$ cat src/rtl/fpga_cfg_pkg.sv
// Shared types and constants for the fabric configuration loader.
// Holds the loader state encoding and the default chain length.
package fpga_cfg_pkg;

    // Also used to size the fabric's configuration chain.
    localparam int CFG_CHAIN_LEN_DEFAULT = 64;

    typedef enum logic [2:0] {
        ST_IDLE   = 3'd0,
        ST_LOAD   = 3'd1,
        ST_SHIFT  = 3'd2,
        ST_COMMIT = 3'd3,
        ST_DONE   = 3'd4
    } cfg_state_t;

endpackage

$ cat src/rtl/cfg_piso8.sv
// 8-bit parallel-in/serial-out register, MSB first, with bit index.
// Ports: clk_i, rst_ni, load_i, shift_i, din_i[7:0] -> msb_o, last_bit_o.
module cfg_piso8 (
    input  logic       clk_i,
    input  logic       rst_ni,
    input  logic       load_i,
    input  logic       shift_i,
    input  logic [7:0] din_i,
    output logic       msb_o,
    output logic       last_bit_o
);

    logic [7:0] sr_q, sr_d;
    logic [2:0] idx_q, idx_d;

    always_comb begin
        sr_d  = sr_q;
        idx_d = idx_q;
        if (load_i) begin
            sr_d  = din_i;
            idx_d = '0;
        end else if (shift_i) begin
            sr_d  = {sr_q[6:0], 1'b0};
            idx_d = idx_q + 3'd1;
        end
    end

    always_ff @(posedge clk_i or negedge rst_ni) begin
        if (!rst_ni) begin
            sr_q  <= '0;
            idx_q <= '0;
        end else begin
            sr_q  <= sr_d;
            idx_q <= idx_d;
        end
    end

    assign msb_o      = sr_q[7];
    // High while the eighth bit of the byte is on msb_o.
    assign last_bit_o = (idx_q == 3'd7);

endmodule

$ cat src/rtl/fpga_cfg_loader.sv
// Serializes bitstream bytes MSB-first into the fabric config chain,
// then strobes cfg_latch once CHAIN_LEN bits have been shifted.
// Ports: clk, rst_n, start, din[7:0], din_valid -> din_ready,
//        cfg_bit, cfg_shift, cfg_latch, busy, done.
module fpga_cfg_loader
    import fpga_cfg_pkg::*;
#(
    parameter int CHAIN_LEN = CFG_CHAIN_LEN_DEFAULT
) (
    input  logic       clk,
    input  logic       rst_n,
    input  logic       start,
    input  logic [7:0] din,
    input  logic       din_valid,
    output logic       din_ready,
    output logic       cfg_bit,
    output logic       cfg_shift,
    output logic       cfg_latch,
    output logic       busy,
    output logic       done
);

    localparam int CW = $clog2(CHAIN_LEN + 1);
    localparam logic [CW-1:0] LAST_CNT = CW'(CHAIN_LEN - 1);

    cfg_state_t    state_q, state_d;
    logic [CW-1:0] cnt_q, cnt_d;
    logic          piso_load, piso_shift;
    logic          piso_msb, piso_last;

    cfg_piso8 u_piso (
        .clk_i      (clk),
        .rst_ni     (rst_n),
        .load_i     (piso_load),
        .shift_i    (piso_shift),
        .din_i      (din),
        .msb_o      (piso_msb),
        .last_bit_o (piso_last)
    );

    always_comb begin
        state_d    = state_q;
        cnt_d      = cnt_q;
        piso_load  = 1'b0;
        piso_shift = 1'b0;
        unique case (state_q)
            ST_IDLE, ST_DONE: begin
                if (start) begin
                    cnt_d   = '0;
                    state_d = ST_LOAD;
                end
            end
            ST_LOAD: begin
                if (din_valid) begin
                    piso_load = 1'b1;
                    state_d   = ST_SHIFT;
                end
            end
            ST_SHIFT: begin
                piso_shift = 1'b1;
                cnt_d      = cnt_q + 1'b1;
                // Chain end wins over byte end: leftover bits are dropped.
                if (cnt_q == LAST_CNT) begin
                    state_d = ST_COMMIT;
                end else if (piso_last) begin
                    state_d = ST_LOAD;
                end
            end
            ST_COMMIT: state_d = ST_DONE;
            default:   state_d = ST_IDLE;
        endcase
    end

    always_ff @(posedge clk or negedge rst_n) begin
        if (!rst_n) begin
            state_q <= ST_IDLE;
            cnt_q   <= '0;
        end else begin
            state_q <= state_d;
            cnt_q   <= cnt_d;
        end
    end

    // Pure state decode, so reset clears every output at once.
    assign din_ready = (state_q == ST_LOAD);
    assign cfg_shift = (state_q == ST_SHIFT);
    assign cfg_bit   = cfg_shift & piso_msb;
    assign cfg_latch = (state_q == ST_COMMIT);
    assign busy      = din_ready | cfg_shift | cfg_latch;
    assign done      = (state_q == ST_DONE);

endmodule

$ cat config.mk
export PLATFORM = sky130hd
export DESIGN_NAME = fpga_cfg_loader
export DESIGN_NICKNAME = d
export VERILOG_FILES = /design/src/rtl/fpga_cfg_pkg.sv /design/src/rtl/cfg_piso8.sv /design/src/rtl/fpga_cfg_loader.sv
export SDC_FILE = /design/constraint.sdc
export NUM_CORES = 1
export LEC_CHECK = 0
export ABC_AREA = 0
export BUFFER_PORTS_ARGS = -buffer_cell sky130_fd_sc_hd__buf_2
export CAP_MARGIN = 20
export CORE_MARGIN = 2
export CORE_UTILIZATION = 45
export CTS_CLUSTER_SIZE = 20
export DETAILED_ROUTE_END_ITERATION = 6
export GPL_TIMING_DRIVEN = 1
export PLACE_DENSITY = 0.68
export SETUP_SLACK_MARGIN = 0.15
export SYNTH_ARGS = -nofsm -noshare
export SYNTH_HDL_FRONTEND = slang
export SYNTH_SLANG_ARGS = --single-unit
$ cat constraint.sdc
create_clock -name clk -period 1.43 [get_ports clk]
set_input_delay 0.143 -clock clk [delete_from_list [all_inputs] [get_ports clk]]
set_output_delay 0.143 -clock clk [all_outputs]
set_load 0.01 [all_outputs]
# Word-level counts from Yosys, hierarchy flattened
# Cells that the tools add are included.
dict set report totals {
  ff_bits 21
  out_inout_bits 6
}
dict set report classes {
  reduce_logical 6
  add_sub_neg 2
  n_mux 14
  n_eq_ne 9
  n_bitwise 3
}
# operator n
set op_table {}
lappend op_table {{$mux W3} 6}
lappend op_table {{$mux W8} 2}
lappend op_table {{$pmux W7 S2} 1}
lappend op_table {{$pmux W3 S4} 1}
lappend op_table {{$add A7 B1 Y7 const B} 1}
lappend op_table {{$eq A7 B6 Y1 const B} 1}
lappend op_table {{$mux W7} 1}
lappend op_table {{$eq A3 B2 Y1 const B} 2}
lappend op_table {{$eq A3 B3 Y1 const B} 2}
lappend op_table {{$ne A2 B2 Y1 const B} 2}
lappend op_table {{$reduce_bool A2 Y1} 2}
lappend op_table {{$add A3 B1 Y3 const B} 1}
lappend op_table {{$eq A3 B1 Y1 const B} 1}
lappend op_table {{$logic_not A3 Y1} 1}
lappend op_table {{$mux W1} 3}
lappend op_table {{$ne A3 B1 Y1 const B} 1}
lappend op_table {{$reduce_and A3 Y1} 1}
lappend op_table {{$or A1 B1 Y1} 2}
lappend op_table {{$reduce_and A2 Y1} 1}
lappend op_table {{$reduce_or A2 Y1} 1}
lappend op_table {{$and A1 B1 Y1} 1}

# Logic depth before layout (Yosys ltp)
dict set report depth {
  word_depth 4
  depth_mapped 6
  depth_no_buf 5
}

# Cells and area by module
# A second synthesis with hierarchy kept.
dict set report hier_totals {
  cells_unflattened 104
  area_unflattened_um2 1059.8
}
# module n_inst cells_per_inst area_each_um2
set modules_own_cells {}
lappend modules_own_cells {fpga_cfg_loader 1 58 549.3}
lappend modules_own_cells {cfg_piso8 1 46 510.5}

# Least setup slack after synthesis
# No wires, ideal clock.
dict set report synth_path {
  path_type {reg2reg}
  from {register state_q[1]}
  to {register u_piso.sr_q[0]}
  setup_ns 0.128
  synth_period_minus_slack_ns 1.429
  slack_ns 0.001
  stages_incl_launch_ff 5
  t_arrival_ns 1.302
  t_required_ns 1.302
  path_cell_list {dfrtp_1 > nor3b_1 > and2_1 > buf_2 > o21ai_0}
}
dict set report synth_via {
  elab_chain_len 3
}
# item line_no
set synth_rtl {}
lappend synth_rtl {{start, declared} fpga_cfg_loader.sv:26} ;# cfg_state_t state_q, state_d;
lappend synth_rtl {{start signal, assigned} fpga_cfg_loader.sv:79} ;# state_q <= state_d;
lappend synth_rtl {{$eq A3 B1 Y1 *} -}
lappend synth_rtl {{net din_ready} fpga_cfg_loader.sv:15} ;# output logic din_ready,
lappend synth_rtl {{$mux W1 *} fpga_cfg_loader.sv:46} ;# unique case (state_q)
lappend synth_rtl {{$mux W8 or $reduce_bool A2 Y1 (tied branches)} -}
lappend synth_rtl {{end signal, assigned} cfg_piso8.sv:33} ;# sr_q <= sr_d;
lappend synth_rtl {{end, declared} cfg_piso8.sv:13} ;# logic [7:0] sr_q, sr_d;
# Mark *: on every way through the listed nets, which the timed path passes. The rest lies on a longest branch.
# A chain may end at the register's enable or synchronous reset.

# Worst setup path after layout
dict set report layout_path {
  from {register state_q[1]}
  to {output cfg_bit}
}
dict set report layout_via {
  elab_chain_len 2
}
# item line_no
set layout_rtl {}
lappend layout_rtl {{$eq A3 B2 Y1} fpga_cfg_loader.sv:86} ;# assign cfg_shift = (state_q == ST_SHIFT);
lappend layout_rtl {{$and A1 B1 Y1} fpga_cfg_loader.sv:87} ;# assign cfg_bit = cfg_shift & piso_msb;
lappend layout_rtl {{end, declared} fpga_cfg_loader.sv:16} ;# output logic cfg_bit,
# Every way passes these cells.

==> results.md <==
* Result of the run: finished with violations
* Violations in the final reports: setup timing
* Average routed wire per standard cell at roughly 13 um
* Number of pins exceeding their max-slew limit in the final report at 0
* Hold Slack at 48.5 ps
* Normalized max-slew margin at 69.1%
* Pin slew with the least headroom to its limit at between 400 and 500 ps
* Summed area of non-filler cells in the final layout at around 1400 sq um
* Most repeated cell in the gate-level netlist after synthesis: sky130_fd_sc_hd__dfrtp_1
* Detailed router's first-iteration violation count at 38
* Part of the total power dissipated in the clock network at about 11%
* Count of synthesis-stage warnings from yosys at 0
* Cell Int Power at ~1.6 mW
* Kind of start point of the critical path: flip-flop
* Total of flip-flops plus latches after synthesis at 21
* Clk_lat worst skew at approximately 300 ps
* Hpwl dp at about 1.6 mm
* First-pass GRT wire length at approximately 3.8 mm
* Total net switching power at 0.962 mW
* Initial core utilization at between 40% and 50%
* Area fraction of the dominant cell type after synthesis at around half
* Util after Layout at 64.5%
* I/O pin count at 18
* Required arrival time at the worst endpoint at about 1300 ps
* Via-to-Cell Ratio at between 5 and 6
* Fraction of layout cells with a size suffix above 1 at a little over two fifths
* Pleak at between 0.7 and 0.8 nW
* Number of maximum-capacitance constraint violations at 0
* Switching fraction of total power at a little under two fifths
* Synthesized netlist cell count at around 110
* Achievable frequency at between 600 and 700 MHz
* CTS sink cnt at 21
* Drt pass-1 iters at 4
* CTS tree: done
* Largest net degree at the start of global routing at 22
* Primary flip-flop cell chosen by synthesis mapping: sky130_fd_sc_hd__dfrtp_1
* Mean area per synthesized cell at a little over 10 sq um
* Area of placed instances at between 1000 and 1500 sq um
* Remaining antenna violation count at 0
* Capturing element type of the critical path: output port
* Combinational share of power at 53.4%
* Share of the cycle needed by the critical path after routing at 111%
* Worst path arrival time at 1440 ps
* Area Growth Syn to Fin at 34.3%
* Highest net fanout along the worst path at 6
* Clk slew on worst S/H paths at 120 ps
* Ranking of synthesized cells by area: sky130_fd_sc_hd__dfrtp_1, sky130_fd_sc_hd__a222oi_1, sky130_fd_sc_hd__o21ai_1, sky130_fd_sc_hd__nand2_1, sky130_fd_sc_hd__ha_1
* Number of global-route vias before repair at roughly 850
* Leftover overflow at the end of global routing at 0
* Final critical-path required period at about 1600 ps
* Synthesized Nets at 120
* Cell Pwr Density at roughly 1800 nW/um^2
* H-tree level count at 1
* Count of unresolved DRC violations after routing at 0
* Cell taking the most area after synthesis: sky130_fd_sc_hd__dfrtp_1
* Final setup slack of the worst path at -156 ps
* Register area share after synthesis at 49.5%
* Setup Viol. Count Final at 15
* Deepest clock path buffer count at 2
* Total die area at roughly 2800 sq um
* Initial antenna violation count at 0
* TritonCTS buffer count at 3
* Routed wire length at around 2.3 mm
* Overall via count from detail_route at roughly 910
* Post-synth EDFFs at 0
* Post-layout net count at 160
* Post-synth ARST share at 100%
* Die Span X at ~53 um
* Number of distinct library cells after synthesis at 30
* Final Hold Fails at 0
* Die Ht at between 50 and 60 um
* Row Count at 17
* All-Layer GR Usage at between 10% and 20%
* Total standard cell area after synthesis at 1060 sq um
* Path category of the worst min-delay check: in2reg
* Master cell of the clock root buffer: sky130_fd_sc_hd__clkbuf_4
* Area of the core at around 2200 sq um
* Port Buffers at 17
* Most frequent cells after synthesis: sky130_fd_sc_hd__dfrtp_1, sky130_fd_sc_hd__nand2_1, sky130_fd_sc_hd__o21ai_1, sky130_fd_sc_hd__inv_1, sky130_fd_sc_hd__nor2_1
* Crit Path Class: reg2out
* Gpl congestion at approximately 0.80
* Final Skew at 2.87 ps
* Setup repair after global routing missed its margin: true
* Maximum ir drop on the vdd rail at around 1100 uV
* Sequential Power Share at about 36%
* Antenna Cells at 0
worst max-delay path: stages, from the launching register on:
cell,delay (ps)
sky130_fd_sc_hd__dfrtp_1,410
sky130_fd_sc_hd__or3b_4,440
sky130_fd_sc_hd__clkinv_8,80
sky130_fd_sc_hd__and2_4,130
sky130_fd_sc_hd__buf_6,90
power groups by stage:
| stage | Clock (mW) | Sequential [mW] | Combinational, mW |
|---|---|---|---|
| 5_1_grt | 0.317 | 0.926 | 1.50 |
| 3_3_place_gp | 0 | 0.904 | 0.979 |
| 2_1_floorplan | 0 | 0.910 | 0.715 |
| 4_1_cts | 0.288 | 0.903 | 1.16 |
| 3_5_place_dp | 0 | 0.911 | 1.01 |
| 6_report | 0.281 | 0.905 | 1.36 |
cell families after synthesis:
group                      after synthesis  synth area share, %
buffers and inverters                   13                 7.66
adders and majority gates                3                 3.53
and+or+nand+nor                         36                 18.3
muxes                                    1                0.942
xor gates and xnor gates                 1                0.825
DFF                                     21                 49.5
AOI/OAI and AO/OA                       30                 19.3
final cells by class:
cell class	instances	area, sq um
Timing Repair Buffer	39	267
Fill cell	200	786
Tap cell	28	35.0
Clock buffer	3	22.5
Multi-Input combinational cell	71	526
Clock inverter	1	5.00
Inverter	9	46.3
Sequential cell	21	526
cells in the final DEF (no fill, tap or decap), drive strengths merged, types with 2 or more instances in the layout:
cell / n
ha: 3
nand2b: 2
nand2: 13
clkinv: 2
nor2: 7
inv: 8
buf: 38
o31ai: 2
dfrtp: 21
nor3b: 2
a31oi: 3
and2: 4
clkbuf: 3
a21oi: 3
and3: 2
nand3b: 2
o21ai: 12
a21o: 3
a222oi: 6
state kept, by name, summed over array words and instances (netlist names):
register / flops
state_q: 3
u_piso.sr_q: 8
cnt_q: 7
u_piso.idx_q: 3
through the flow:
| stage | cells | power, mW | worst slack, ps | setup TNS, ps |
|---|---|---|---|---|
| 3_5_place_dp | 156 | 1.92 | -23.9 | -44.1 |
| 5_1_grt | 172 | 2.74 | -204 | -1820 |
| 2_1_floorplan | 105 | 1.63 | 30.6 | 0 |
| 6_report | 172 | 2.54 | -156 | -628 |
| 4_1_cts | 167 | 2.35 | -163 | -555 |
| 3_3_place_gp | 156 | 1.88 | 15.3 | 0 |
final timing paths:
kind / start / depth (start not counted) / to / slack [ps]
min in group asynchronous: rst_n / 2 / cnt_q[3]$_DFFE_PN0P_ / 310
min: din[0] / 3 / u_piso.sr_q[0]$_DFFE_PN0P_ / 50
min reg2reg: cnt_q[2]$_DFFE_PN0P_ / 1 / cnt_q[2]$_DFFE_PN0P_ / 520
max in group asynchronous: rst_n / 2 / cnt_q[4]$_DFFE_PN0P_ / 800
max reg2reg: state_q[1]$_DFFE_PN0P_ / 5 / u_piso.sr_q[6]$_DFFE_PN0P_ / -70
max: state_q[1]$_DFFE_PN0P_ / 4 / cfg_bit / -160
metal layers:
metal  up-vias  routed length [um]  track usage, %
met5         -                   0               0
met2        22                1100            28.5
met1       432                1080            26.6
met3         4                 105            3.43
met4         0                  26            7.26
li1        453                   -               -
what timing repair did:
item / CTS / global route
setup buffers: 6 / 5
setup endpoints to repair: 26 / 26
pin swaps: 2 / 6
endpoints found under the hold margin: 21 / 0
gates resized for setup: 9 / 12
hold buffers: 1 / 0
Power figures use the tool's default switching activity.
